===== config.mk =====
export PLATFORM = sky130hd
export DESIGN_NAME = calcu_ctrl
export DESIGN_NICKNAME = d
export VERILOG_FILES = /design/src/rtl/calcu_pkg.sv /design/src/rtl/calcu_ctrl_btn_edge.sv /design/src/rtl/calcu_ctrl.sv
export SDC_FILE = /design/constraint.sdc
export NUM_CORES = 1
export LEC_CHECK = 0
export CAP_MARGIN = 25
export CORE_UTILIZATION = 39
export CTS_BUF_LIST = sky130_fd_sc_hd__clkbuf_8 sky130_fd_sc_hd__clkbuf_16
export DETAILED_ROUTE_END_ITERATION = 16
export GPL_TIMING_DRIVEN = 0
export PLACE_DENSITY = 0.74
export SLEW_MARGIN = 10
export SYNTH_ARGS = -nofsm -noshare
export SYNTH_HDL_FRONTEND = slang
export SYNTH_SLANG_ARGS = --single-unit

===== constraint.sdc =====
create_clock -name clk -period 1.3 [get_ports clk]
set_input_delay 0.13 -clock clk [delete_from_list [all_inputs] [get_ports clk]]
set_output_delay 0.13 -clock clk [all_outputs]
set_load 0.02 [all_outputs]

===== src/rtl/calcu_pkg.sv =====
// -----------------------------------------------------------------------------
// calcu_pkg
// Shared definitions for the calculator sequencing controller:
//   - state_e   : controller state encoding (also exported on state_dbg)
//   - OP_*      : opcode values understood by the Calcu datapath
//   - OP_MAX    : highest legal opcode
//   - go_rejected() : operand/opcode validation applied when "go" is pressed
// -----------------------------------------------------------------------------
package calcu_pkg;

    typedef enum logic [2:0] {
        ST_IDLE  = 3'd0,
        ST_EXEC  = 3'd1,
        ST_DONE  = 3'd2,
        ST_ERROR = 3'd3
    } state_e;

    localparam logic [3:0] OP_SUM    = 4'd0;
    localparam logic [3:0] OP_REST   = 4'd1;
    localparam logic [3:0] OP_MOD    = 4'd2;
    localparam logic [3:0] OP_MULT   = 4'd3;
    localparam logic [3:0] OP_DIV    = 4'd4;
    localparam logic [3:0] OP_AND    = 4'd5;
    localparam logic [3:0] OP_OR     = 4'd6;
    localparam logic [3:0] OP_XOR    = 4'd7;
    localparam logic [3:0] OP_LSHIFT = 4'd8;
    localparam logic [3:0] OP_RSHIFT = 4'd9;
    localparam logic [3:0] OP_MAX    = OP_RSHIFT;

    // A go is refused for opcodes past the table, and for the two
    // operations that divide by B when B is zero.
    function automatic logic go_rejected(input logic [3:0] op, input logic b_zero);
        return (op > OP_MAX) || (((op == OP_MOD) || (op == OP_DIV)) && b_zero);
    endfunction

endpackage


===== src/rtl/calcu_ctrl_btn_edge.sv =====
// -----------------------------------------------------------------------------
// btn_edge
// Rising-edge detector for one already-synchronised push button.
// Ports:
//   clk_i   : system clock
//   rst_i   : synchronous reset, active-low
//   btn_i   : button level
//   pulse_o : one-cycle pulse on the first cycle btn_i is seen high
// The history register resets to 1 so a button held through reset is
// treated as "already pressed" and produces no pulse when reset releases.
// -----------------------------------------------------------------------------
module btn_edge (
    input  logic clk_i,
    input  logic rst_i,
    input  logic btn_i,
    output logic pulse_o
);

    logic prev_q;

    always_ff @(posedge clk_i) begin
        if (!rst_i) begin
            prev_q <= 1'b1;
        end else begin
            prev_q <= btn_i;
        end
    end

    assign pulse_o = btn_i & ~prev_q;

endmodule


===== src/rtl/calcu_ctrl.sv =====
// -----------------------------------------------------------------------------
// calcu_ctrl
// Sequencing controller for the 4-bit Calcu datapath (ALU + result mux).
// Operands and opcode are loaded from a shared switch bus under button
// control; "go" validates and runs one operation, capturing the result and
// flags into holding registers.
// Ports:
//   clk, rst            : clock, synchronous active-low reset
//   in_data             : switch bus (operand, or opcode in bits [3:0])
//   btn_a/b/op/chain/go : button levels (load A, load B, load opcode,
//                         load A from result, execute)
//   alu_a/alu_b/alu_sel : operand and opcode registers driven to Calcu
//   alu_salida/flags    : Calcu outputs, captured in EXEC
//   result/flags_q      : captured result and flags
//   result_valid        : holding registers contain a fresh result (DONE)
//   busy                : operation in flight (EXEC)
//   err                 : last go was rejected (ERROR)
//   op_count            : completed operations, wraps
//   state_dbg           : current state encoding
// Handshake: there is no back-pressure; a go pulse accepted in IDLE/DONE/
// ERROR yields result_valid exactly two edges later, and every button pulse
// arriving while busy is dropped rather than queued.
// -----------------------------------------------------------------------------
module calcu_ctrl
    import calcu_pkg::*;
#(
    parameter int N     = 4,
    parameter int CNT_W = 8
) (
    input  logic             clk,
    input  logic             rst,
    input  logic [N-1:0]     in_data,
    input  logic             btn_a,
    input  logic             btn_b,
    input  logic             btn_op,
    input  logic             btn_chain,
    input  logic             btn_go,
    output logic [N-1:0]     alu_a,
    output logic [N-1:0]     alu_b,
    output logic [3:0]       alu_sel,
    input  logic [N-1:0]     alu_salida,
    input  logic [3:0]       alu_flags,
    output logic [N-1:0]     result,
    output logic [3:0]       flags_q,
    output logic             result_valid,
    output logic             busy,
    output logic             err,
    output logic [CNT_W-1:0] op_count,
    output logic [2:0]       state_dbg
);

    localparam logic [CNT_W-1:0] CNT_ONE = {{(CNT_W-1){1'b0}}, 1'b1};

    // ---------------------------------------------------------------- buttons
    logic a_p, b_p, op_p, chain_p, go_p;

    btn_edge u_edge_a     (.clk_i(clk), .rst_i(rst), .btn_i(btn_a),     .pulse_o(a_p));
    btn_edge u_edge_b     (.clk_i(clk), .rst_i(rst), .btn_i(btn_b),     .pulse_o(b_p));
    btn_edge u_edge_op    (.clk_i(clk), .rst_i(rst), .btn_i(btn_op),    .pulse_o(op_p));
    btn_edge u_edge_chain (.clk_i(clk), .rst_i(rst), .btn_i(btn_chain), .pulse_o(chain_p));
    btn_edge u_edge_go    (.clk_i(clk), .rst_i(rst), .btn_i(btn_go),    .pulse_o(go_p));

    logic any_load_p;
    assign any_load_p = a_p | b_p | op_p | chain_p;

    // ------------------------------------------------------------- registers
    state_e           state_q, state_d;
    logic [N-1:0]     a_q, b_q, result_q;
    logic [3:0]       op_q, flg_q;
    logic [CNT_W-1:0] cnt_q;
    logic             reject;

    assign reject = go_rejected(op_q, (b_q == '0));

    // ------------------------------------------------------ FSM: state register
    always_ff @(posedge clk) begin
        if (!rst) begin
            state_q <= ST_IDLE;
        end else begin
            state_q <= state_d;
        end
    end

    // ------------------------------------------------------ FSM: next state
    // EXEC is a single fixed cycle. Every other state reacts to buttons the
    // same way; go wins over loads in the same cycle.
    always_comb begin
        state_d = state_q;
        case (state_q)
            ST_EXEC: state_d = ST_DONE;
            default: begin
                if (go_p) begin
                    state_d = reject ? ST_ERROR : ST_EXEC;
                end else if (any_load_p) begin
                    state_d = ST_IDLE;
                end
            end
        endcase
    end

    // ------------------------------------------------------ FSM: outputs
    // The status flags are exactly the state: valid only in DONE (any
    // go or load leaves DONE), err only in ERROR, busy only in EXEC.
    always_comb begin
        busy         = (state_q == ST_EXEC);
        result_valid = (state_q == ST_DONE);
        err          = (state_q == ST_ERROR);
        state_dbg    = state_q;
    end

    // ------------------------------------------------------ datapath registers
    always_ff @(posedge clk) begin
        if (!rst) begin
            a_q      <= '0;
            b_q      <= '0;
            op_q     <= '0;
            result_q <= '0;
            flg_q    <= '0;
            cnt_q    <= '0;
        end else if (state_q == ST_EXEC) begin
            result_q <= alu_salida;
            flg_q    <= alu_flags;
            cnt_q    <= cnt_q + CNT_ONE;
        end else if (!go_p) begin
            // Chaining takes priority over a same-cycle switch load of A.
            if (chain_p) begin
                a_q <= result_q;
            end else if (a_p) begin
                a_q <= in_data;
            end
            if (b_p) begin
                b_q <= in_data;
            end
            if (op_p) begin
                op_q <= in_data[3:0];
            end
        end
    end

    assign alu_a    = a_q;
    assign alu_b    = b_q;
    assign alu_sel  = op_q;
    assign result   = result_q;
    assign flags_q  = flg_q;
    assign op_count = cnt_q;

endmodule


==> key figures, run 1 <==
Run status
  • Status: completed

Worst setup path
  • Slowest CP cell: dfxtp_2
  • CP Cell Sequence: nand2b_4 -> inv_8 -> buf_8 -> buf_4
  • Crit path launch type: flop
  • Cell family with most CP delay: buffers and inverters
  • Worst-path fanout max: 10
  • Data arrival time of the critical path: around 1.2 ns
  • Critical Path RT: around 1.2 ns
  • CP endpoint kind: output port
  • Max incr delay on CP: roughly 0.33 ns
  • Crit Path Category: flop to output port
  • Worst Path Buf+Inv: 3

Clock network
  • Clock Latency Late Sink: slightly below 0.3 ns
  • Maximum clock path buffer count: 2
  • CTS Buf Count: 5
  • Root buf cell: clkbuf_8
  • H-tree depth: 2
  • CTS Sinks: 35
  • Clock slew at reported path FFs: roughly 0.070 ns
  • CTS tree: done
  • CTS Hold Bufs: 0

STA
  • Slew Limit Fails: 0
  • Fin Clk Skew: approximately 0.008 ns
  • Final hold violations: 0
  • FMAX: approximately 770 MHz
  • Post-layout min period: between 1 and 1.5 ns
  • Final cycle utilization of the critical path: about 100%
  • Setup slack after layout: ~0.0052 ns
  • Unrepaired setup endpoints after global routing: true
  • Setup tns final: 0 ns
  • # setup viols final: 0

Routing
  • DR vias/cell: a little under 5
  • Via count: 1264
  • TritonRoute pass-1 iters: 4
  • Detail Route Antenna Nets: 0
  • Iteration-0 DRC Markers: 57
  • Final WL: roughly 3.5 mm
  • Post-DR wirelength/cell: around 13 um
  • DRC: 0

Global route
  • Initial antenna violation count: 0
  • First-pass GRT wire length: between 5 and 6 mm
  • Met1 Resource Use GR: 23.5%
  • Global route overflow: 0
  • Grt met3 use: around 6.3%
  • Number of global-route vias before repair: approximately 1200
  • M2 GR Usage: 30.1%
  • Maximum number of pins on one net before global-route repair: 12
  • Gr busiest metal: met2
  • Total GRT Usage: 19.1%

Synthesis
  • Synth Instances: 151
  • Synth top area cells: dfxtp_1 (48%), mux2i_1 (8.2%), nand2_1 (6.4%)
  • Post-synth EDFFs: 0
  • Number of distinct library cells after synthesis: 32
  • Main synth FF type: dfxtp_1
  • Synth Area in XOR/XNOR: between 3 and 4%
  • Most common cell in the netlist: dfxtp_1
  • Mapped Area: 1470 um2
  • Post-synthesis adder-cell area fraction: less than 1%
  • Largest area contributor in the netlist: dfxtp_1
  • Synth Area in Compound Gates: between 10% and 20%
  • Synth top area share: 47.6%
  • Synth cell count leaders: dfxtp_1 (35), nand2_1 (25), mux2i_1 (12)
  • Largest family of logic cells by synthesized area: simple AND/OR/NAND/NOR gates
  • Yosys warning count: 0
  • FF+latch count, synth: 35
  • Post-Synth Simple-Gate Area: around a quarter
  • Sequential area share after synthesis: a little under half
  • Syn Nets: between 150 and 200
  • Mean Syn Cell Area: between 9 and 10 um2
  • Multiplexer share of the synthesized area: around 8.2%
  • Ys async rst share: 0%

Layout
  • Layout cells sized above 1: between 10% and 20%
  • Final net count: between 200 and 250
  • Area Growth Syn to Fin: 49.4%
  • ANT cells: 0
  • Post-Layout Cell Count: roughly 260

Floorplan
  • Initial core utilization: between 40% and 50%
  • Chip width: 63.5 um
  • Core Area: roughly 3500 um2
  • Top Ports: 53
  • Site row count: 21
  • Die H: between 60 and 70 um
  • DIE AREA: between 4000 and 5000 um2

Power and ir drop
  • Seq pwr share: a little under half
  • Psw: ~0.58 mW
  • Logic gate share of total power: roughly 13%
  • P_leak: 1.05 nW
  • Sw Share: between 20% and 30%
  • Internal Power: 1.89 mW
  • Max IR drop VDD: ~0.59 mV
  • Clk pwr share: around two fifths
  • PwrDens: 1120 nW/um2

Placement
  • Inst Count DP: approximately 250
  • Pre-CTS WS: -0.436 ns
  • Number of I/O port buffers: between 50 and 60
  • Dpl hpwl: 2.51 mm
  • RePlAce Congestion: around 0.7

Job
  • Maxcap violations: 0

Min path
  • Hold Crit Class: input pin to flop
-- cell usage in the layout, fill, tap and decap left out, types with 2 or more instances in the layout --
cell type        netlist  final
dfxtp_1               35     33
dlygate4sd2_1          0     30
nand2_1               25     25
clkdlybuf4s50_1        0     18
mux2i_1               12     12
nor2b_1               11     10
a21boi_0              11     10
nand2b_1              10      9
and2_1                 7      7
buf_4                  1      7
clkbuf_8               0      6
o211a_1                4      4
xnor2_1                4      4
clkbuf_1               4      3
nand4_1                3      3
clkbuf_2               0      2
nand3_1                2      2
nor3_2                 0      2
xor2_1                 2      2
buf_6                  1      2
-- per-stage QoR --
stage               hold slack (ns)  power [mW]  utilization [%]  cell area (um2)
floorplan                     0.203        1.32                -             1480
global placement              0.453        1.47             58.9             2040
detailed placement            0.462        1.48             58.9             2040
CTS                           0.388        2.48             62.8             2180
global route                  0.415        2.57             63.4             2200
finish                        0.393        2.47             63.4             2200
-- power by group through the flow --
stage	clock network (mW)	registers (mW)	logic [mW]
floorplan	0	1.19	0.125
global placement	0	1.16	0.309
detailed placement	0	1.16	0.315
CTS	1.03	1.14	0.311
global route	1.08	1.14	0.342
finish	1.02	1.14	0.317
-- worst register-to-register path, cell delays in order (launching register included) --
cell      delay, ns
dfxtp_2        0.34
nand2b_4       0.17
inv_8          0.06
nor3_4         0.31
mux2i_1        0.22
nor2b_1        0.06
-- what timing repair did --
item / CTS / global route
pin swaps: 2 / 2
buffers inserted: 3 / 3
setup endpoints to repair: 51 / 28
gates resized for setup: 49 / 11
gates cloned: 0 / 0
-- kinds of logic (layout without fill, tap and decap cells) --
| family | after synthesis | after routing |
|---|---|---|
| flops | 35 | 35 |
| buf+inv | 9 | 73 |
| compound gates | 21 | 21 |
| other cells | 1 | 1 |
| mux | 12 | 12 |
| xor+xnor | 6 | 6 |
| simple gates | 66 | 66 |
| fa+ha+maj | 1 | 1 |
-- cell type report --
| class | instances | area [um2] |
|---|---|---|
| Fill cell | 330 | 1270 |
| Multi-Input combinational cell | 107 | 748 |
| Sequential cell | 35 | 706 |
| Timing Repair Buffer | 57 | 509 |
| Clock buffer | 6 | 82.6 |
| Tap cell | 46 | 57.6 |
| Buffer | 7 | 50.0 |
| Clock inverter | 2 | 35.0 |
| Inverter | 1 | 11.3 |
-- per-layer routing --
metal	vias to the layer above	wire (um)	part of all wire, %
li1	630	-	-
met1	587	1610	46
met2	41	1670	47
met3	6	184	5.2
met4	0	53	1.5
met5	-	0	0
-- flip-flops by register name, indices dropped and copies added, names as in the netlist --
signal	flops
u_edge_a.prev_q	1
result	4
u_edge_op.prev_q	1
op_count	8
alu_b	4
state_dbg	2
u_edge_go.prev_q	1
alu_sel	4
flags_q	4
u_edge_chain.prev_q	1
alu_a	4
u_edge_b.prev_q	1
-- path summary, 6_finish.rpt --
path                        startpoint                      end  slack [ns]  cells past startpoint
max reg2reg  state_dbg[1]$_SDFFE_PN0P_    alu_b[1]$_SDFFE_PN0P_        0.04                      5
min                      alu_salida[1]   result[1]$_SDFFE_PN0P_        0.39                      3
max          state_dbg[1]$_SDFFE_PN0P_                     busy       0.005                      4
min reg2reg    flags_q[1]$_SDFFE_PN0P_  flags_q[1]$_SDFFE_PN0P_        0.46                      2
(Power assumes the default switching activity.)
==> run 2: changes to the inputs <==
- ABC_CLOCK_PERIOD_IN_PS: default -> 1300
- SKIP_CTS_REPAIR_TIMING: default -> 1
==> run 2 against run 1 <==
  * Wire length up 5.1%
  * Core utilization increased by 3.3 points
  * Critical path depth grew 1
  * Total power grew 0.45%
  * The flow now finishes with violations (negative setup slack)
==> key figures, run 2 (synthesized netlist as in run 1, its figures left out) <==
Worst setup path
  • Data arrival time of the critical path: 1.24 ns (was 1.16 ns)
  • Crit Path Category: flop to output port (unchanged)
  • CP endpoint kind: output port (unchanged)
  • CP Cell Sequence: nand2b_4 -> buf_6 -> inv_8 -> buf_8 -> buf_6 (was nand2b_4 -> inv_8 -> buf_8 -> buf_4)
  • Max incr delay on CP: 0.35 ns (was 0.33 ns)
  • CP Depth: 5 (was 4)
  • Crit path launch type: flop (unchanged)
  • Slowest CP cell: dfxtp_4 (was dfxtp_2)
  • Critical Path RT: 1.17 ns (about the same)
  • Worst Path Buf+Inv: 4 (was 3)
  • Worst-path fanout max: 10 (unchanged)
  • Cell family with most CP delay: buffers and inverters (unchanged)
  • Worst Reg2Reg Path Length in Cells: 6 (was 5)
  • Critical Path Most Common Cell: buf_6

Layout
  • Util after Layout: 66.7% (was 63.4%)
  • Max reg flops: 8 (unchanged)
  • Commonest non-fill, non-tap cell in the layout: dfxtp_1 (unchanged)
  • ANT cells: 0 (unchanged)
  • Area Growth Syn to Fin: 57.2% (was 49.4%)
  • Most frequent cells in the layout: dfxtp_1 (33), dlymetal6s2s_1 (32), nand2_1 (25), clkdlybuf4s50_1 (18), mux2i_1 (12) (was dfxtp_1 (33), dlygate4sd2_1 (30), nand2_1 (25), clkdlybuf4s50_1 (18), mux2i_1 (12))
  • Final net count: 231 (was 234)
  • Post-Layout Cell Count: 258 (was 261)
  • Layout cells sized above 1: 12.3% (was 14.4%)

STA
  • Setup tns final: -0.325 ns (was 0 ns)
  • FMAX: 727 MHz (was 772 MHz)
  • # setup viols final: 6 (was 0)
  • Fin Clk Skew: 0.00618 ns (was 0.00823 ns)
  • Setup slack after layout: -0.0747 ns (was 0.00520 ns)
  • Slew Limit Fails: 0 (unchanged)
  • Post-layout min period: 1.37 ns (was 1.29 ns)
  • Final cycle utilization of the critical path: 106% (was 99.6%)
  • Final hold violations: 0 (unchanged)
  • Unrepaired setup endpoints after global routing: true (unchanged)

Routing
  • Top routing layer in use: met4 (unchanged)
  • Via count: 1280 (was 1264)
  • Metal1 wirelength: 1.61 mm (about the same)
  • Post-DR wirelength/cell: 14.3 um (was 13.5 um)
  • Iteration-0 DRC Markers: 60 (was 57)
  • WL met2: 1.79 mm (was 1.67 mm)
  • Detail Route Antenna Nets: 0 (unchanged)
  • WL met3: 229 um (was 184 um)
  • TritonRoute pass-1 iters: 4 (unchanged)
  • DRC: 0 (unchanged)
  • Final WL: 3.70 mm (was 3.52 mm)
  • DR vias/cell: 4.96 (was 4.84)

Global route
  • Global route overflow: 0 (unchanged)
  • Number of global-route vias before repair: 1200 (was 1221)
  • Maximum number of pins on one net before global-route repair: 12 (unchanged)
  • Initial antenna violation count: 0 (unchanged)
  • Total GRT Usage: 18.9% (was 19.1%)
  • First-pass GRT wire length: 5.69 mm (was 5.77 mm)

Clock network
  • CTS tree: done (unchanged)
  • Clock Latency Late Sink: 0.29 ns (about the same)
  • Clock slew at reported path FFs: 0.07 ns (about the same)
  • CTS Buf Count: 5 (unchanged)
  • Maximum clock path buffer count: 2 (unchanged)
  • H-tree depth: 2 (unchanged)
  • CTS Sinks: 35 (unchanged)
  • Root buf cell: clkbuf_8 (unchanged)

Min path
  • Hold path cells: 3 (unchanged)
  • Hold Crit Class: input pin to flop (unchanged)

Power and ir drop
  • Max IR drop VDD: 0.574 mV (was 0.586 mV)
  • PwrDens: 1070 nW/um2 (was 1120 nW/um2)
  • P_leak: 1.49 nW (was 1.05 nW)

Floorplan
  • Initial core utilization: 42.5% (unchanged)
  • Core Area: 3470 um2 (unchanged)
  • Site row count: 21 (unchanged)
  • DIE AREA: 4030 um2 (unchanged)
  • Top Ports: 53 (unchanged)
  • Die H: 63.5 um (unchanged)
  • Chip width: 63.5 um (unchanged)

Placement
  • Inst Count DP: 248 (unchanged)
  • RePlAce Congestion: 0.709 (unchanged)
  • Pre-CTS WS: -0.436 ns (unchanged)
  • Number of I/O port buffers: 51 (unchanged)
  • Dpl hpwl: 2.51 mm (unchanged)

Run status
  • Status: finished with violations (was completed)
  • Failing checks: negative setup slack

Job
  • Maxcap violations: 0 (unchanged)
## run 2: cell count changes in the layout (fill, tap and decap cells not counted), sizes merged
cell          change
dlymetal6s2s     +32
buf               -3
clkbuf            -2
dlygate4sd2      -30
## run 2: final timing paths
kind | from | end | slack, ns
worst max register to register | state_dbg[1]$_SDFFE_PN0P_ | alu_a[2]$_SDFFE_PN0P_ | -0.07
worst max-delay path | state_dbg[1]$_SDFFE_PN0P_ | busy | -0.07
worst min register to register | flags_q[3]$_SDFFE_PN0P_ | flags_q[3]$_SDFFE_PN0P_ | 0.46
worst min-delay path | alu_flags[3] | flags_q[3]$_SDFFE_PN0P_ | 0.39
## run 2: layout make-up
cell class              instances  area, um2
fillers                       299       1150
multi-input cells             107        754
well taps                      46       57.6
repair buffers                 53        607
flip-flops and latches         35        706
inverters                       1       11.3
plain buffers                   8       61.3
clock buffers                   6       82.6
clock inverters                 2       35.0
## run 2: per-layer routing
metal	vias to the layer above	GRT usage [%]
met5	-	0
met2	43	29.3
met1	606	23.2
li1	623	-
met4	0	8.81
met3	8	6.52
## run 2: stage by stage
stage,total power [mW],instance area [um2],hold WS [ns]
after floorplan,1.32,1480,0.203
after global placement,1.47,2040,0.453
after detailed placement,1.48,2040,0.462
after CTS,2.49,2160,0.388
after global routing,2.58,2310,0.403
final,2.48,2310,0.391
## run 2: tightest hold or removal path, stage by stage
cell             delay [ns]
clkdlybuf4s50_1        0.40
nand2_1                0.06
a21boi_1               0.05
## run 2: report_power, final
group          switching (mW)  total, mW  internal [mW]
Sequential             0.0280       1.14           1.11
Combinational           0.154      0.328          0.175
Clock                   0.396       1.02          0.620
Total                   0.578       2.48           1.91
